<file path="config.mk">
export PLATFORM = sky130hd
export DESIGN_NAME = instr_prefetch_queue
export DESIGN_NICKNAME = d
export VERILOG_FILES = /design/src/rtl/instr_prefetch_queue.sv
export SDC_FILE = /design/constraint.sdc
export NUM_CORES = 1
export LEC_CHECK = 0
export CORE_MARGIN = 2
export CORE_UTILIZATION = 35
export DETAILED_ROUTE_END_ITERATION = 8
export GPL_ROUTABILITY_DRIVEN = 0
export PLACE_DENSITY_LB_ADDON = 0.1
export SLEW_MARGIN = 10
export SYNTH_ARGS = -nofsm -noshare
export SYNTH_HDL_FRONTEND = slang
export SYNTH_SLANG_ARGS = --single-unit
</file>
<file path="constraint.sdc">
create_clock -name clk -period 4.3 [get_ports clk]
set_clock_uncertainty 0.2 [all_clocks]
set_input_delay 1.075 -clock clk [delete_from_list [all_inputs] [get_ports clk]]
set_output_delay 1.075 -clock clk [all_outputs]
set_load 0.1 [all_outputs]
</file>
<file path="src/rtl/instr_prefetch_queue.sv">
// instr_prefetch_queue
//   Instruction prefetch queue sitting between program memory and IF/ID.
//   Keeps at most one fetch request outstanding and buffers up to DEPTH
//   fetched words. A redirect from EX flushes the queue. A request that is
//   still in flight when the redirect arrives is retired in DISCARD, and its
//   data is dropped.
//
// Ports
//   clk            : clock, all state updates on rising edge
//   reset          : asynchronous active-low reset
//   mem_req_o      : fetch request to program memory
//   mem_addr_o     : word-aligned fetch address
//   mem_ack_i      : request accepted, mem_rdata_i valid this cycle
//   mem_rdata_i    : fetched instruction word
//   redirect_i     : flush and refetch from redirect_pc_i
//   redirect_pc_i  : redirect target
//   inst_valid_o   : head entry valid
//   inst_o         : head instruction
//   inst_pc_o      : PC of head instruction
//   inst_ready_i   : IF/ID accepts head
//   count_o        : number of valid entries
module instr_prefetch_queue #(
  parameter int unsigned DEPTH    = 4,
  parameter logic [31:0] RESET_PC = 32'h0040_0000
) (
  input  logic                       clk,
  input  logic                       reset,
  output logic                       mem_req_o,
  output logic [31:0]                mem_addr_o,
  input  logic                       mem_ack_i,
  input  logic [31:0]                mem_rdata_i,
  input  logic                       redirect_i,
  input  logic [31:0]                redirect_pc_i,
  output logic                       inst_valid_o,
  output logic [31:0]                inst_o,
  output logic [31:0]                inst_pc_o,
  input  logic                       inst_ready_i,
  output logic [$clog2(DEPTH):0]     count_o
);

  localparam int unsigned AW = $clog2(DEPTH);
  localparam int unsigned CW = $clog2(DEPTH) + 1;

  typedef enum logic [1:0] {
    S_FETCH,
    S_WAIT,
    S_DISCARD
  } state_t;

  state_t          r_state;
  state_t          w_next_state;
  logic [31:0]     r_fetch_pc;
  logic [31:0]     r_stale_pc;
  logic [AW-1:0]   r_head;
  logic [AW-1:0]   r_tail;
  logic [CW-1:0]   r_count;
  logic [31:0]     r_inst_q [DEPTH];
  logic [31:0]     r_pc_q   [DEPTH];

  logic            w_push;
  logic            w_pop;
  logic            w_slot_free;
  logic [CW-1:0]   w_count_n;

  // A request is outstanding in FETCH and DISCARD. Gating with reset keeps
  // the request low while reset is held, even though the state already
  // sits in FETCH.
  assign mem_req_o  = reset & (r_state != S_WAIT);
  // DISCARD must keep presenting the abandoned address until it is acked,
  // while r_fetch_pc already holds the redirect target.
  assign mem_addr_o = (r_state == S_DISCARD) ? r_stale_pc : r_fetch_pc;

  assign inst_valid_o = (r_count != '0);
  assign inst_o       = inst_valid_o ? r_inst_q[r_head] : '0;
  assign inst_pc_o    = inst_valid_o ? r_pc_q[r_head]   : '0;
  assign count_o      = r_count;

  assign w_push      = (r_state == S_FETCH) & mem_ack_i & ~redirect_i;
  assign w_pop       = inst_valid_o & inst_ready_i & ~redirect_i;
  assign w_count_n   = redirect_i ? '0 : (r_count + CW'(w_push) - CW'(w_pop));
  // No request is outstanding once an ack lands, so the next issue only
  // needs room for one more entry after this cycle's push/pop.
  assign w_slot_free = (w_count_n < CW'(DEPTH));

  always_comb begin
    w_next_state = r_state;
    case (r_state)
      S_FETCH: begin
        if (redirect_i)     w_next_state = mem_ack_i ? S_FETCH : S_DISCARD;
        else if (mem_ack_i) w_next_state = w_slot_free ? S_FETCH : S_WAIT;
      end
      S_WAIT: begin
        if (redirect_i || w_slot_free) w_next_state = S_FETCH;
      end
      S_DISCARD: begin
        if (mem_ack_i) w_next_state = S_FETCH;
      end
      default: w_next_state = S_FETCH;
    endcase
  end

  always_ff @(posedge clk or negedge reset) begin
    if (!reset) begin
      r_state    <= S_FETCH;
      r_fetch_pc <= RESET_PC;
      r_stale_pc <= RESET_PC;
      r_head     <= '0;
      r_tail     <= '0;
      r_count    <= '0;
      for (int unsigned i = 0; i < DEPTH; i++) begin
        r_inst_q[i] <= '0;
        r_pc_q[i]   <= '0;
      end
    end else begin
      r_state <= w_next_state;
      r_count <= w_count_n;
      if (redirect_i) begin
        r_fetch_pc <= {redirect_pc_i[31:2], 2'b00};
        r_head     <= '0;
        r_tail     <= '0;
        if (r_state == S_FETCH && !mem_ack_i) r_stale_pc <= r_fetch_pc;
      end else begin
        if (w_push) begin
          r_inst_q[r_tail] <= mem_rdata_i;
          r_pc_q[r_tail]   <= r_fetch_pc;
          r_tail           <= r_tail + AW'(1);
          r_fetch_pc       <= r_fetch_pc + 32'd4;
        end
        if (w_pop) r_head <= r_head + AW'(1);
      end
    end
  end

endmodule

</file>
Word level (Yosys, flattened, before mapping) --
Index checks and enable logic that the tools add are counted.
Operators by class: add/sub/neg operators 5, equal/unequal tests 6, bitwise logic cells 8, multiplexer cells 27, magnitude comparators 4, reduce and logical (&&, ||, !) cells 11
Operators with widths (count):
- 32-bit 2-to-1 mux | 10
- 128-bit bitwise mux | 2
- 32-bit binary-select mux with 2-bit select | 2
- 32-bit demux with 2-bit select | 1
- 32-bit by 3-bit adder with 32-bit output (second input constant) | 1
- 2-bit 2-to-1 mux | 9
- 3-bit >= comparator (second input constant) | 2
- 2-bit NOT with 3-bit output | 2
- 2-bit case mux with 3 select lines | 1
- 1-bit bitwise AND | 5
- 2-bit by 1-bit adder with 2-bit output (second input constant) | 2
- 2-bit != test (second input constant) | 2
- 2-bit AND reduction | 2
- 2-bit nonzero test | 2
- 3-bit by 1-bit adder with 3-bit output | 1
- 3-bit by 1-bit < comparator with 1-bit output (second input constant) | 1
- 3-bit < comparator (second input constant) | 1
- 3-bit 2-to-1 mux | 1
- 3-bit != test (second input constant) | 1
- 3-bit AND reduction | 1
- 3-bit nonzero test | 1
- 3-bit by 1-bit subtractor with 3-bit output | 1
- 2-bit by 1-bit equality test with 1-bit output (second input constant) | 1
- 2-bit equality test (second input constant) | 1
- other kinds (7) | 8
Word-level totals: output and inout port bits 101, word-level logic and storage cells 75, bits in registers 329

Longest topological paths before layout --
depth in word-level cells 11, gate-level depth with buffers 12, gate-level depth less buffers 11

Worst setup path before layout --
Ideal clock, no wire load.
kind in2out, start input reset, end output mem_req_o, stages 1, arrival time 3264 ps, path buffers 0, setup slack -239 ps, cell sequence a21boi_0
On the way: word-level cells in the longest chain between the ends 1
Ends and longest elaborated chain:
- start, declared | line 27 | input logic reset,
- 1-bit bitwise AND | line 68 | assign mem_req_o = reset & (r_state != S_WAIT);
- end, declared | line 28 | output logic mem_req_o,
Every way passes these cells.

Worst setup path after layout --
start register r_head[0], end output inst_o[9]
On the way: word-level cells in the longest chain between the ends 5
Ends and longest elaborated chain:
- start, declared | line 54 | logic [AW-1:0] r_head;
- start signal, assigned | line 129 | if (w_pop) r_head <= r_head + AW'(1);
- 2-bit NOT with 3-bit output (implied by the code) | line 74 | assign inst_o = inst_valid_o ? r_inst_q[r_head] : '0;
- 32-bit binary-select mux with 2-bit select | line 74
- 32-bit 2-to-1 mux (implied by the code) (2 in series) | line 74
- 32-bit 2-to-1 mux | line 74
- end, declared | line 35 | output logic [31:0] inst_o,
Every way passes these cells. The select of a mux whose other input is x is not followed.

==> results.toml <==
[critical_path]
required_ns = 3.02
critPathMaxStageDelay_ns = 0.64
cp_slowest_cell = "dfrtp_4"
startpoint = "r_head[0]$_DFFE_PN0P_"
worstPathArrival_ns = 2.53
worstSetupEndpointType = "output pin"
reg2reg_from = "count_o[1]$_DFF_PN0_"
worst-setup-path-type = "flip-flop to output pin"
cp-start-kind = "flip-flop"
crit_fanout = 33
path_cells = "buf_12 -> mux4_2 -> and2_1 -> buf_4"

[logic_synthesis]
syn-instance-count = 1072
synth_area_per_cell_sq_um = 13.8
ys_warn_count = 0
synth.area.mux_share = 0.308
synth_top_cell_by_area = "dfrtp_1"
ys_ff_latch = 317
ys_async_sr_fraction = 1.00
synth-edff-count = 0
yosysUniqueCellTypes = 44
synth_top_family_by_area = "multiplexers"
netlist_area_sq_um = 14700
synthTopCellsByCount = "dfrtp_1 (315), mux2_2 (278), nand2_1 (77), and2_1 (62), mux4_2 (62)"
synth-compound-area-share = 0.0226
yosys.area_share.simple = 0.0746
synth_area_leaders = "dfrtp_1 (53%), mux2_2 (21%), mux4_2 (9.5%), and2_1 (2.6%), nand2_1 (2.0%)"
synth_xor_area_frac = 0.0190
synth_adder_area_share = 0.00730
synth.most_common_cell = "dfrtp_1"
ys_seq_area_frac = 0.538
yosysTopAreaCellShare = 0.535
synth_flop_cell = "dfrtp_1"

[sta]
slew_violations = 0
rsz0062_at_grt = "false"
finalHoldViolations = 0
period_needed_ns = 3.80
tns_ns = 0
setup_ws_ns = 0.500
setup_viol = 0
fin_crit_sh = 0.884
slew_headroom = 0.316
hold_ws_ns = 0.187
fmax_mhz = 263
worstMarginPinSlew_ns = 1.02

[layout]
final_cells = 1780
fin_area_sq_um = 18000
area_growth_pct = 22.0
final_nets = 1291
layout-drive-gt1-share = 0.431
nFillCells = 3878
final_util = 0.431

[clock_tree]
hold_buffers = 0
cts_made_buffers = 37
cts_resized = 0
post_cts_buffers = 0
cts_max_level = 2
cts_tree = "built"
clkSlewWorstSetupHoldPaths_ns = 0.06
worstSkewPairLatency_ns = 0.54
cts_buffer_depth = 3
cts_root_buf = "clkbuf_16"
clock_sinks = 317

[floorplanning]
num_rows = 75
io_pins = 170
initial_utilization = 0.353
die_y_um = 209
die-area_sq_um = 43800
coreArea_sq_um = 41800
fp.dieW_um = 209

[drt]
drt_wl_total_mm = 37.0
avgViaCountPerCell = 5.04
drtIter0Drc = 440
drc = 0
antenna_left = 0
vias = 8978
drtPass1Iterations = 4
wl_per_cell_um = 20.8

[place]
hpwl_mm = 22.7
portBuffers = 163
dp_cells = 1714
placed_area_sq_um = 16800
preCtsSetupSlack_ns = 0.668

[power_and_ir_drop]
ir_worst_vdd_mv = 0.462
finalPower_mw = 14.4
power.leakage_nw = 8.01
pwr_density_cell_nw_per_um2 = 799

[job]
maxCapViolCount = 0

[hold_path]
hold_class = "input port to async pin"

[status]
status = "complete, no violations"

[global_routing]
grt_pass1_wl_mm = 58.2
grt_pass1_vias = 9632
gr-total-overflow = 0
antenna_found_initial = 1
grt_start_max_net_pins = 132
track_usage = 0.173
where the power goes:
part | switching [mW] | total, mW | internal, mW
logic | 4.28 | 6.59 | 2.31
registers | 0.608 | 4.68 | 4.07
clock network | 1.24 | 3.12 | 1.87
cells in the final DEF, fill, tap and decap left out, types with 11 or more instances in the layout:
master	count
nor3_1	11
mux2_2	278
nand2_1	73
and2_1	62
dfrtp_1	313
clkbuf_1	11
o21ai_0	57
clkbuf_16	39
clkdlybuf4s50_1	67
inv_1	12
mux4_2	62
xnor2_1	25
buf_4	112
nor2_1	19
path summary, 6_finish.rpt:
path | slack [ns] | end | cells after the start
setup / recovery | 0.50 | inst_o[9] | 4
hold / removal | 0.19 | r_inst_q[76]$_DFFE_PN0P_ | 1
setup reg to reg | 1.12 | r_state[0]$_DFFE_PN0P_ | 11
hold reg to reg | 0.28 | r_pc_q[47]$_DFFE_PN0P_ | 2
max in group asynchronous | 2.03 | r_pc_q[68]$_DFFE_PN0P_ | 3
min in group clk | 0.28 | r_pc_q[47]$_DFFE_PN0P_ | 2
routing by layer:
layer  GRT usage  up-vias  wire [um]
met5           0        -         14
met4      0.0495        2        677
met3      0.0271       43       1620
met2       0.275      172      17300
met1       0.247     4684      17400
li1            -     4077          -
flip-flops by register name (all words and copies together) (netlist names):
register and count:
r_head 2, r_tail 2, r_inst_q 128, r_stale_pc 30, r_state 2, r_fetch_pc 30
count_o 3, r_pc_q 120
kinds of logic (layout without fill, tap and decap cells):
| logic type | after synthesis | in the layout |
|---|---|---|
| adders and majority gates | 8 | 8 |
| other | 1 | 5 |
| buffers and inverters | 102 | 267 |
| and+or+nand+nor | 207 | 207 |
| AOI/OAI and AO/OA | 64 | 64 |
| DFF | 317 | 317 |
| xor gates and xnor gates | 32 | 32 |
| muxes | 341 | 341 |
critical path, delay by kind of cell (launching register included):
kind / cells / cell delay, ns
AND/OR/NAND/NOR: 1 / 0.20
multiplexers: 1 / 0.53
flip-flops: 1 / 0.64
buffers and inverters: 2 / 0.59
layout make-up:
| cell class | count | area, sq um | area share |
|---|---|---|---|
| antenna | 1 | 2.50 | 0.000139 |
| clock buffer | 59 | 1140 | 0.0634 |
| clock inverter | 6 | 58.8 | 0.00327 |
| inverter | 12 | 45.0 | 0.00250 |
| multi-input combinational | 656 | 6420 | 0.357 |
| sequential | 317 | 7940 | 0.441 |
| tap | 539 | 674 | 0.0375 |
| timing repair buffer | 190 | 1710 | 0.0951 |
No activity file was read; power rests on OpenSTA's default activity.
